===== src/rtl/phase_error_quantizer_if.sv =====
// ============================================================================
//  Module      : phase_error_quantizer_if
//  Description : Bundle of the phase-error quantizer signals. The two sampled
//                clocks (ref_in, fb_in) travel toward the quantizer. The
//                measurement result (master_out, lead, valid) travels back
//                toward the loop filter.
//  Revision    : 1.0 - initial release
// ============================================================================
`default_nettype none

interface phase_error_quantizer_if #(
    parameter int inout_width = 8
);

    // Reference clock and divided DCO feedback, asynchronous to the quantizer clock
    logic                   ref_in;
    logic                   fb_in;

    // Measurement result
    logic [inout_width-1:0] master_out;
    logic                   lead;
    logic                   valid;

    // Stimulus / loop-filter side
    modport master (
        output ref_in,
        output fb_in,
        input  master_out,
        input  lead,
        input  valid
    );

    // Quantizer side
    modport slave (
        input  ref_in,
        input  fb_in,
        output master_out,
        output lead,
        output valid
    );

endinterface : phase_error_quantizer_if

`default_nettype wire


===== src/rtl/phase_error_quantizer.sv =====
// ============================================================================
//  Module      : phase_error_quantizer
//  Description : Bang-bang / time-to-digital phase detector for a digital PLL.
//                It measures how many clk cycles separate a rising edge of the
//                reference clock from a rising edge of the divided DCO
//                feedback. The result is a saturating unsigned magnitude plus
//                a sign (lead = 1 when feedback came first).
//                Optional macro PEQ_INPUT_SYNC_EN inserts a two-flop
//                synchronizer in front of each edge detector. This adds two
//                cycles of latency equally to both paths, so the measured
//                magnitudes are unchanged.
//  Revision    : 1.0 - initial release
// ============================================================================
`default_nettype none

module phase_error_quantizer #(
    parameter int inout_width = 8,
    parameter int max_count   = 2**inout_width - 1
) (
    input  logic                   clk,
    input  logic                   rst,
    phase_error_quantizer_if.slave bus
);

    // ------------------------------------------------------------------------
    // Constants
    // ------------------------------------------------------------------------
    localparam logic [inout_width-1:0] c_max_count = inout_width'(max_count);
    localparam logic [inout_width-1:0] c_cnt_one   = inout_width'(1);
    localparam logic [inout_width-1:0] c_cnt_zero  = '0;

    localparam logic [1:0] c_st_idle      = 2'd0;
    localparam logic [1:0] c_st_ref_first = 2'd1;
    localparam logic [1:0] c_st_fb_first  = 2'd2;

    // ------------------------------------------------------------------------
    // Optional input synchronizer
    // ------------------------------------------------------------------------
    // c_prime_cycles covers the flop depth from the pin to the edge-detect
    // register. For that many cycles after reset, the "previous" flop copies
    // whatever value enters the edge register. An input already high at
    // reset release is therefore taken as a level, not as a rising edge.
    logic w_ref_stage;
    logic w_fb_stage;

`ifdef PEQ_INPUT_SYNC_EN
    localparam logic [1:0] c_prime_cycles = 2'd3;

    logic [1:0] r_ref_sync;
    logic [1:0] r_fb_sync;

    // Two-flop synchronizers on both clock inputs
    always_ff @(posedge clk) begin
        if (rst) begin
            r_ref_sync <= 2'b00;
            r_fb_sync  <= 2'b00;
        end else begin
            r_ref_sync <= {r_ref_sync[0], bus.ref_in};
            r_fb_sync  <= {r_fb_sync[0],  bus.fb_in};
        end
    end

    assign w_ref_stage = r_ref_sync[1];
    assign w_fb_stage  = r_fb_sync[1];
`else
    localparam logic [1:0] c_prime_cycles = 2'd1;

    assign w_ref_stage = bus.ref_in;
    assign w_fb_stage  = bus.fb_in;
`endif

    // ------------------------------------------------------------------------
    // Post-reset priming counter
    // ------------------------------------------------------------------------
    logic [1:0] r_prime_cnt;
    logic       w_primed;

    assign w_primed = (r_prime_cnt == c_prime_cycles);

    // Count the first few cycles after reset until the input pipeline is full
    always_ff @(posedge clk) begin
        if (rst) begin
            r_prime_cnt <= 2'd0;
        end else if (!w_primed) begin
            r_prime_cnt <= r_prime_cnt + 2'd1;
        end
    end

    // ------------------------------------------------------------------------
    // Edge detection
    // ------------------------------------------------------------------------
    logic r_ref_cur;
    logic r_ref_prev;
    logic r_fb_cur;
    logic r_fb_prev;
    logic w_ref_edge;
    logic w_fb_edge;
    logic w_both_edge;

    // Register the conditioned inputs and keep the previous sample for edge detection
    always_ff @(posedge clk) begin
        if (rst) begin
            r_ref_cur  <= 1'b0;
            r_ref_prev <= 1'b0;
            r_fb_cur   <= 1'b0;
            r_fb_prev  <= 1'b0;
        end else begin
            r_ref_cur  <= w_ref_stage;
            r_fb_cur   <= w_fb_stage;
            r_ref_prev <= w_primed ? r_ref_cur : w_ref_stage;
            r_fb_prev  <= w_primed ? r_fb_cur  : w_fb_stage;
        end
    end

    assign w_ref_edge  = r_ref_cur & ~r_ref_prev;
    assign w_fb_edge   = r_fb_cur  & ~r_fb_prev;
    assign w_both_edge = w_ref_edge & w_fb_edge;

    // ------------------------------------------------------------------------
    // Measurement FSM
    // ------------------------------------------------------------------------
    logic [1:0]             r_state;
    logic [inout_width-1:0] r_cnt;
    logic [inout_width-1:0] w_cnt_inc;
    logic [inout_width-1:0] r_master_out;
    logic                   r_lead;
    logic                   r_valid;

    // Saturating increment: the counter never wraps past max_count
    assign w_cnt_inc = (r_cnt >= c_max_count) ? c_max_count : (r_cnt + c_cnt_one);

    // Track which edge came first, count the gap and publish the result on the closing edge
    always_ff @(posedge clk) begin
        if (rst) begin
            r_state      <= c_st_idle;
            r_cnt        <= c_cnt_zero;
            r_master_out <= c_cnt_zero;
            r_lead       <= 1'b0;
            r_valid      <= 1'b0;
        end else begin
            r_valid <= 1'b0;
            case (r_state)
                c_st_idle: begin
                    if (w_both_edge) begin
                        // Perfectly aligned edges: zero error, sign left as it was
                        r_master_out <= c_cnt_zero;
                        r_valid      <= 1'b1;
                    end else if (w_ref_edge) begin
                        r_state <= c_st_ref_first;
                        r_cnt   <= c_cnt_one;
                    end else if (w_fb_edge) begin
                        r_state <= c_st_fb_first;
                        r_cnt   <= c_cnt_one;
                    end
                end

                c_st_ref_first: begin
                    if (w_both_edge) begin
                        // Close this measurement; the new ref edge opens the next one
                        r_master_out <= r_cnt;
                        r_lead       <= 1'b0;
                        r_valid      <= 1'b1;
                        r_cnt        <= c_cnt_one;
                    end else if (w_fb_edge) begin
                        r_master_out <= r_cnt;
                        r_lead       <= 1'b0;
                        r_valid      <= 1'b1;
                        r_cnt        <= c_cnt_zero;
                        r_state      <= c_st_idle;
                    end else if (w_ref_edge) begin
                        // Second ref edge before any fb edge: cycle slip
                        r_master_out <= c_max_count;
                        r_lead       <= 1'b0;
                        r_valid      <= 1'b1;
                        r_cnt        <= c_cnt_one;
                    end else begin
                        r_cnt <= w_cnt_inc;
                    end
                end

                c_st_fb_first: begin
                    if (w_both_edge) begin
                        r_master_out <= r_cnt;
                        r_lead       <= 1'b1;
                        r_valid      <= 1'b1;
                        r_cnt        <= c_cnt_one;
                    end else if (w_ref_edge) begin
                        r_master_out <= r_cnt;
                        r_lead       <= 1'b1;
                        r_valid      <= 1'b1;
                        r_cnt        <= c_cnt_zero;
                        r_state      <= c_st_idle;
                    end else if (w_fb_edge) begin
                        // Second fb edge before any ref edge: cycle slip
                        r_master_out <= c_max_count;
                        r_lead       <= 1'b1;
                        r_valid      <= 1'b1;
                        r_cnt        <= c_cnt_one;
                    end else begin
                        r_cnt <= w_cnt_inc;
                    end
                end

                default: begin
                    r_state <= c_st_idle;
                    r_cnt   <= c_cnt_zero;
                end
            endcase
        end
    end

    // ------------------------------------------------------------------------
    // Outputs
    // ------------------------------------------------------------------------
    assign bus.master_out = r_master_out;
    assign bus.lead       = r_lead;
    assign bus.valid      = r_valid;

endmodule : phase_error_quantizer

`default_nettype wire

===== src/flat_wrapper.sv =====
// flat-port wrapper written by rule: the top's interface ports become plain ports
module phase_error_quantizer_flat 
#(
    parameter int inout_width = 8,
    parameter int max_count   = 2**inout_width - 1
)
  (clk, rst, bus_ref_in, bus_fb_in, bus_master_out, bus_lead, bus_valid);
  phase_error_quantizer_if #(.inout_width(inout_width)) bus_i ();
  input  logic clk;
  input  logic rst;
  input wire logic [$bits(bus_i.ref_in)-1:0] bus_ref_in;
  input wire logic [$bits(bus_i.fb_in)-1:0] bus_fb_in;
  output wire logic [$bits(bus_i.master_out)-1:0] bus_master_out;
  output wire logic [$bits(bus_i.lead)-1:0] bus_lead;
  output wire logic [$bits(bus_i.valid)-1:0] bus_valid;
  assign bus_i.ref_in = bus_ref_in;
  assign bus_i.fb_in = bus_fb_in;
  assign bus_master_out = bus_i.master_out;
  assign bus_lead = bus_i.lead;
  assign bus_valid = bus_i.valid;
  phase_error_quantizer #(.inout_width(inout_width), .max_count(max_count)) u_core (.clk(clk), .rst(rst), .bus(bus_i));
endmodule

===== config.mk =====
export PLATFORM = sky130hd
export DESIGN_NAME = phase_error_quantizer_flat
export DESIGN_NICKNAME = d
export VERILOG_FILES = /design/src/rtl/phase_error_quantizer_if.sv /design/src/rtl/phase_error_quantizer.sv /design/src/flat_wrapper.sv
export SDC_FILE = /design/constraint.sdc
export NUM_CORES = 1
export LEC_CHECK = 0
export CAP_MARGIN = 20
export CORE_MARGIN = 5
export CORE_UTILIZATION = 31
export CTS_CLUSTER_SIZE = 12
export DETAILED_ROUTE_END_ITERATION = 10
export GPL_TIMING_DRIVEN = 0
export PLACE_DENSITY_LB_ADDON = 0.12
export SLEW_MARGIN = 5
export SYNTH_ARGS = -nofsm -noshare
export SYNTH_HDL_FRONTEND = slang
export SYNTH_SLANG_ARGS = --single-unit

===== constraint.sdc =====
create_clock -name clk -period 5.46 [get_ports clk]
set_clock_uncertainty 0.05 [all_clocks]
set_input_delay 0.546 -clock clk [delete_from_list [all_inputs] [get_ports clk]]
set_output_delay 0.546 -clock clk [all_outputs]
set_load 0.02 [all_outputs]

==> results.cfg, run 1 <==
[status]
outcome = finished, final reports clean

[clock_network]
clkTransAtPathRegs_ns = 0.09
post_cts_buffers = 0
ctsHoldBuffers = 0
cts-htree-levels = 1
root_buffer = clkbuf_8
cts_buffer_depth = 2
post_cts_resized = 0
cts_made_buffers = 3
insertion_delay_ns = 0.27
cts_tree = built
cts_sinks = 26

[global_routing]
grt_overflow = 0
grt_pass1_wl_um = 5980
antenna_found_initial = 0
grt_max_degree = 15
first_global_vias = 1259
grt_usage_pct = 11.7

[worst_setup_path]
endpoint_kind = flip-flop
crit_required_ns = 5.55
crit_fanout = 10
critPathKind = input pin to flip-flop
startpoint_type = input pin
arrival_ns = 2.09
ff2ff_setup_slack_ns = 3.52

[placement]
hpwl_um = 2590
io_buffer_count = 13
gp_congestion = 0.814

[synthesis]
syn_nets = 185
synth-main-ff-cell = dfxtp_1
ys_ff_latch = 26
yosys.area.top_type = dfxtp_1
synthArstFlopShare_pct = 0
synth_area_um2 = 1490
synth.area.top_cells = dfxtp_1 (35%), mux2_2 (6.1%), a21oi_1 (5.4%)
yosysWarnings = 0
synth_cell_types = 44
synth_seq_area_share_pct = 35.0
yosysTopAreaCellShare_pct = 35.0
synth_cells = 175
avgSynthCellArea_um2 = 8.49
synth_commonest_cells = dfxtp_1 (26), a21oi_1 (16), nand3_1 (14)
synth.most_common_cell = dfxtp_1
synth_edf_count = 0

[drt]
ant_nets = 0
drtIter0Drc = 61
wl_um = 3390
drt-pass1-iter-count = 4
drc = 0
vias = 1271
viasPerCell = 5.17
routedWlPerCell_um = 13.8

[power]
leakage_nw = 0.620
ir_drop_uv = 181
p_sw_share_pct = 34.9
clock_power_share_pct = 22.9
seqPwrFrac_pct = 40.5
combPwrFrac_pct = 36.6
p_per_area_nw_per_um2 = 319
p_int_mw = 0.361
power.switching_mw = 0.194

[floorplanning]
fp.coreArea_um2 = 4690
ioPinCount = 14
fp-row-count = 25
die_h_um = 79.2
die_w_um = 79.2
dieArea_um2 = 6280
initial_core_util_pct = 31.7

[timing]
slew_headroom_pct = 57.5
rsz0062_at_grt = no
finalHoldWorstSlack_ns = 0.475
fin_crit_ns = 2.00
fin_crit_sh_pct = 36.7
setup_tns_ns = 0
worst_pin_slew_ns = 0.633
slew_violations = 0
finalHoldViolCount = 0
max_freq_ghz = 0.499
setup_viol = 0

[final_layout]
drive_gt1_share_pct = 14.6
final_nets = 203
num_antenna_cells = 0
area_delta_synth_final_pct = 17.0

[job]
maxCapViolations = 0

[min_path]
hp-class = flip-flop to flip-flop
[power by group through the flow]
stage | logic, mW | clock network [mW] | registers, mW
2_1_floorplan | 0.159 | 0 | 0.228
3_3_place_gp | 0.197 | 0 | 0.228
3_5_place_dp | 0.204 | 0 | 0.229
4_1_cts | 0.205 | 0.132 | 0.225
5_1_grt | 0.226 | 0.140 | 0.228
6_report | 0.203 | 0.127 | 0.225
[per-layer routing]
metal	vias to the layer above	global-route usage, %	share of wire, %
met5	-	0	0
met4	0	3.09	0.56
met3	2	2.04	1.4
met2	4	19.5	49
met1	617	15.5	49
li1	648	-	-
[cells in the final DEF, fill, tap and decap left out, types with 2 or more instances in the layout]
cell type / Yosys / final
a22oi_1: 2 / 2
inv_1: 8 / 8
nor2_1: 9 / 9
buf_2: 2 / 2
clkbuf_1: 5 / 5
a211oi_1: 2 / 2
a21oi_1: 16 / 16
nor2b_1: 11 / 11
a31oi_1: 4 / 4
nand2_1: 13 / 13
clkdlybuf4s50_1: 0 / 13
mux2i_1: 4 / 4
ha_1: 6 / 6
clkbuf_8: 0 / 4
buf_6: 3 / 3
mux2_2: 8 / 8
dfxtp_1: 26 / 26
nand3_1: 14 / 14
nor3_1: 3 / 3
o21ai_0: 13 / 13
[worst max-delay path, cell delays in order]
cell and delay [ns]:
clkdlybuf4s50_1 0.57, clkbuf_1 0.45, clkbuf_1 0.44, a211oi_1 0.09
[worst paths after layout]
path         cells past startpoint             startpoint                    end
max reg2reg                      9      u_core.r_state[0]        u_core.r_cnt[5]
min                              2  u_core.r_prime_cnt[1]  u_core.r_prime_cnt[1]
min reg2reg                      2  u_core.r_prime_cnt[1]  u_core.r_prime_cnt[1]
max                              4                    rst       u_core.bus.valid
[sequential cells by signal, indices dropped and copies added, names as in the netlist]
name / cells
u_core.r_cnt: 8
u_core.bus.valid: 1
u_core.r_fb_cur: 1
u_core.bus.master_out: 8
u_core.r_fb_prev: 1
u_core.r_state: 2
u_core.bus.lead: 1
u_core.r_ref_prev: 1
u_core.r_ref_cur: 1
u_core.r_prime_cnt: 2
[through the flow]
stage                     std cells  setup slack [ns]  power (mW)  instance area, um^2  util, %
final                           246              3.46       0.555                 1740     37.0
after global routing            246              3.28       0.594                 1740     37.0
after CTS                       246              3.41       0.562                 1740     37.0
after detailed placement        242              3.12       0.434                 1680     35.9
after global placement          242              3.13       0.425                 1680     35.9
after floorplan                 175              3.69       0.387                 1490        -
[layout make-up]
| type | instances | area, um^2 |
|---|---|---|
| plain buffers | 11 | 70.1 |
| clock buffers | 4 | 55.1 |
| fillers | 500 | 2950 |
| inverters | 8 | 30.0 |
| multi-input cells | 130 | 865 |
| flip-flops and latches | 26 | 520 |
| well taps | 54 | 67.6 |
| repair buffers | 13 | 130 |
[cells by family after synthesis]
logic type / share of synthesized area, %
and+or+nand+nor: 24.3
AOI/OAI and AO/OA: 18.9
DFF: 35.0
buffers and inverters: 6.74
muxes: 8.76
adders and majority gates: 5.05
xor gates and xnor gates: 1.18
(Power assumes the default switching activity.)
==> run 2: changes to the inputs <==
- clock period: 5.46 -> 1.9 ns (I/O delays scaled with it)
==> results.cfg, run 2 (synthesis results as in run 1) <==
[clock_network]
cts_buffer_depth = 2
cts-htree-levels = 1
clkTransAtPathRegs_ns = 0.09
cts_tree = built
ctsHoldBuffers = 0
cts_sinks = 26
insertion_delay_ns = 0.27
cts_made_buffers = 3
root_buffer = clkbuf_8

[drt]
vias = 1277
drtIter0Drc = 65
routedWlPerCell_um = 13.9
viasPerCell = 5.17
ant_nets = 0
wl_um = 3450
drt-pass1-iter-count = 4
drc = 0

[final_layout]
nFillCells = 494
layout_commonest_cell = dfxtp_1
num_antenna_cells = 0
final_cell_mix = dfxtp_1 (24), a21oi_1 (16), nand3_1 (14)
final_nets = 204
area_delta_synth_final_pct = 18.7
drive_gt1_share_pct = 17.6

[global_routing]
grt_usage_pct = 11.7
grt_pass1_wl_um = 5980
antenna_found_initial = 0
grt_max_degree = 15
grt_overflow = 0
first_global_vias = 1259

[worst_setup_path]
arrival_ns = 1.92
r2r_cells = 9
crit_required_ns = 1.99
critPathKind = flip-flop to flip-flop
endpoint_kind = flip-flop
crit_fanout = 10
startpoint_type = flip-flop

[timing]
finalHoldWorstSlack_ns = 0.460
setup_viol = 0
fin_crit_sh_pct = 96.0
rsz0062_at_grt = no
slew_headroom_pct = 54.7
slew_violations = 0
setup_tns_ns = 0
max_freq_ghz = 0.548
fin_crit_ns = 1.82
worst_slack_ns = 0.0757
worst_pin_slew_ns = 0.675
finalHoldViolCount = 0

[power]
finalPower_mw = 1.62
p_per_area_nw_per_um2 = 920
leakage_nw = 0.631
ir_drop_uv = 552

[floorplanning]
ioPinCount = 14
fp.coreArea_um2 = 4690
initial_core_util_pct = 31.7
dieArea_um2 = 6280
die_w_um = 79.2
fp-row-count = 25
die_h_um = 79.2

[min_path]
hp-class = input pin to flip-flop
whs_path_depth = 2

[status]
outcome = finished, final reports clean

[placement]
gp_congestion = 0.814
dp_slack_ns = -0.0870
io_buffer_count = 13
hpwl_um = 2590

[job]
maxCapViolations = 0
==> run 2: area by class of cell <==
class                   instances  area [um^2]  share of cell area [%]
plain buffers                  11         75.1                    4.26
clock buffers                   4         55.1                    3.12
inverters                       8         30.0                    1.70
multi-input cells             130          870                    49.3
flip-flops and latches         26          528                    30.0
well taps                      54         67.6                    3.83
repair buffers                 14          138                    7.81
==> run 2: final timing paths <==
check / start / end / slack (ns)
max: u_core.r_state[0] / u_core.r_cnt[6] / 0.08
min: bus_ref_in / u_core.r_ref_cur / 0.46
max reg2reg: u_core.r_state[0] / u_core.r_cnt[6] / 0.08
min reg2reg: u_core.r_prime_cnt[1] / u_core.r_prime_cnt[1] / 0.47
==> run 2: routing by layer <==
metal	share of wire (%)	track usage [%]	up-vias
li1	-	-	653
met1	49	15.5	610
met2	48	19.5	12
met3	2.3	2.04	2
met4	0.44	3.09	0
met5	0	0	-
==> run 2: what timing repair did <==
item                                    in CTS  in global routing
endpoints found under the setup margin       2                  5
pin swaps                                    0                  1
buffers inserted                             0                  1
resized for setup                            2                  8
==> run 2: stage by stage <==
step,area [um^2],util (%),std cells
after floorplan,1490,-,175
after global placement,1680,35.9,242
after detailed placement,1680,35.9,242
after CTS,1740,37.1,246
after global routing,1760,37.6,247
final,1760,37.6,247
==> run 2: power breakdown <==
group	total [mW]	switching [mW]	internal [mW]	leakage (nW)
combinational	0.609	0.339	0.270	0.390
sequential	0.650	0.0460	0.604	0.213
clock	0.363	0.177	0.185	0.0288
total	1.62	0.562	1.06	0.631
==> run 2: critical path: stages (launching register included) <==
cell and delay, ns:
dfxtp_4 0.38, inv_2 0.04, ha_1 0.19, buf_6 0.13, or2_1 0.24, buf_6 0.13, and4_4 0.20, buf_6 0.14
o31ai_1 0.08, a211oi_2 0.11
==> run 3: changes to the inputs <==
- clock period: 1.9 -> 2.3 ns (I/O delays scaled with it)
==> results of run 3 <==
Same layout as run 1 (identical final DEF). Status: finished, final reports clean.
Main changes from that run: setup slack after placement 3.12 ns -> 0.273 ns; setup slack after layout 3.46 ns -> 0.362 ns; start point of the critical path rst -> u_core.r_state[0]; end point of the critical path u_core.bus.valid -> u_core.r_cnt[5]; register-to-register setup slack 3.52 ns -> 0.36 ns; total power 0.555 mW -> 1.32 mW; worst IR drop on VDD 181 uV -> 429 uV
==> edit (config.mk and constraints of run 2) <==
Build with the macro `PEQ_INPUT_SYNC_EN` defined.
--- a/src/rtl/phase_error_quantizer.sv
+++ b/src/rtl/phase_error_quantizer.sv
@@ -13,6 +13,8 @@
 // ============================================================================
 `default_nettype none
 
+`define PEQ_INPUT_SYNC_EN
+
 module phase_error_quantizer #(
     parameter int inout_width = 8,
     parameter int max_count   = 2**inout_width - 1
Function: changed (Yosys sat finds a counterexample within 4 cycles, from zero or initial values and one cycle with rst high).
==> edit against run 2 <==
Final cell count grew 5.3%. Global-route usage is 1.3 points higher. Synthesized area shrank 0.67%. Wire length is 3.7% higher. Design area rose by 3.5%. Sequential cell count increased by 4. Setup slack better by 36 ps. Power is 2.8% lower. Die area shrank 0.59%.
==> edit: results (changes against run 2) <==
metric	value	unit	change
avgSynthCellArea	7.97	um^2	-6.0%
power.leakage	0.681	nW	+7.9%
synth_nets	195		+5.4%
fillers	488		-1.2%
max-vdd-ir-drop	0.000362	V	-34%
ys_types	34		-23%
ys_seq_area_frac	0.407		+0.0567
critPathTopFamily	compound AO/OA/AOI/OAI gates		
clock_latency	290	ps	+20 ps
r2r_slack	110	ps	+40 ps
cts_buffers	5		+2
p_int	0.00109	W	+3.2%
grt_pass1_wl	6350	um	+6.3%
h-tree-depth	2		+1
synth-compound-area-share	0.170		-0.0182
routabilityCongestion	0.787		-3.3%
synth-adder-area-share	0.0509		+0.000343
outcome	finished clean		
grt_pass1_vias	1378		+9.5%
grt_use_total	0.130		+0.0129
drive_gt1_frac	0.131		-0.0451
grt_max_degree	11		-4
synthXorXnorAreaFrac	0.0119		+0.0000800
final_nets	215		+5.4%
cp_slowest_cell	dfxtp_2		
ys_top_cells_by_count	30 x dfxtp_1, 29 x nand2_1, 22 x a21oi_1, 16 x nor2_1, 13 x nand3_1		
rr_worst_depth	7		-2
dr.first_iter.drc_count	68		+4.6%
wl_per_cell	13.7	um	-1.4%
synthMuxAreaShare	0.0339		-0.0537
dp_cells	251		+3.7%
edit: cell count changes after synthesis, moves of 4 or more:
cell / delta
a21oi_1: +6
and3_1: +4
dfxtp_1: +4
mux2_2: -8
nand2_1: +16
nor2_1: +7
o21ai_0: -8
o21ai_1: +4
edit: timing repair:
item / in CTS / in global routing
endpoints found under the setup margin: 9 / 14
pin swaps: 0 / 2
setup buffers: 0 / 1
hold buffers: 0 / 0
resized for setup: 3 / 11
edit: worst paths after layout:
path	start	to
worst max-delay path	u_core.r_state[0]	u_core.bus.master_out[6]
worst min register to register	u_core.r_fb_sync[0]	u_core.r_fb_sync[1]
worst max register to register	u_core.r_state[0]	u_core.bus.master_out[6]
worst min-delay path	rst	u_core.r_ref_prev
edit: power groups by stage:
| stage | Sequential, W | Combinational (W) | Clock [W] |
|---|---|---|---|
| after floorplan | 0.000690 | 0.000244 | 0 |
| after global placement | 0.000690 | 0.000308 | 0 |
| after detailed placement | 0.000692 | 0.000317 | 0 |
| after CTS | 0.000678 | 0.000325 | 0.000572 |
| after global routing | 0.000685 | 0.000392 | 0.000600 |
| final | 0.000681 | 0.000345 | 0.000550 |
edit: cells by family (layout without fill, tap and decap cells):
logic type               Yosys count  in the layout
multiplexers                       5              5
AO/OA/AOI/OAI                     42             42
AND/OR/NAND/NOR                   86             86
adder cells (fa/ha/maj)            6              6
buffers and inverters             14             35
flip-flops                        30             30
XOR/XNOR                           2              2
edit: area by class of cell:
cell class | count | area (um^2) | share of cell area
Buffer | 9 | 50.0 | 0.0274
Sequential cell | 30 | 603 | 0.331
Clock buffer | 6 | 82.6 | 0.0453
Timing Repair Buffer | 13 | 128 | 0.0700
Multi-Input combinational cell | 141 | 862 | 0.473
Clock inverter | 2 | 12.5 | 0.00686
Inverter | 5 | 18.8 | 0.0103
Tap cell | 54 | 67.6 | 0.0370
edit: layer usage:
metal,up-vias,GRT usage,routed length (um)
li1,685,-,-
met4,0,0.0533,71
met3,8,0.0476,169
met5,-,0,0
met1,625,0.146,1610
met2,31,0.222,1720
edit: worst register-to-register path, stage by stage (launching register included):
cell and delay [ps]:
dfxtp_2 380, inv_1 100, ha_4 180, or2_4 260, buf_4 170, a211o_4 380, nand2_1 80, a21oi_1 60
edit: through the flow:
step | setup slack (ps) | TNS, ps | instance area (um^2) | total power [W] | hold slack (ps)
5_1_grt | 5.35 | 0 | 1820 | 0.00168 | 305
2_1_floorplan | 148 | 0 | 1480 | 0.000935 | 268
3_3_place_gp | 7.32 | 0 | 1660 | 0.000998 | 370
4_1_cts | 0.0544 | 0 | 1770 | 0.00158 | 290
3_5_place_dp | -69.5 | -455 | 1660 | 0.00101 | 374
6_report | 111 | 0 | 1820 | 0.00158 | 282
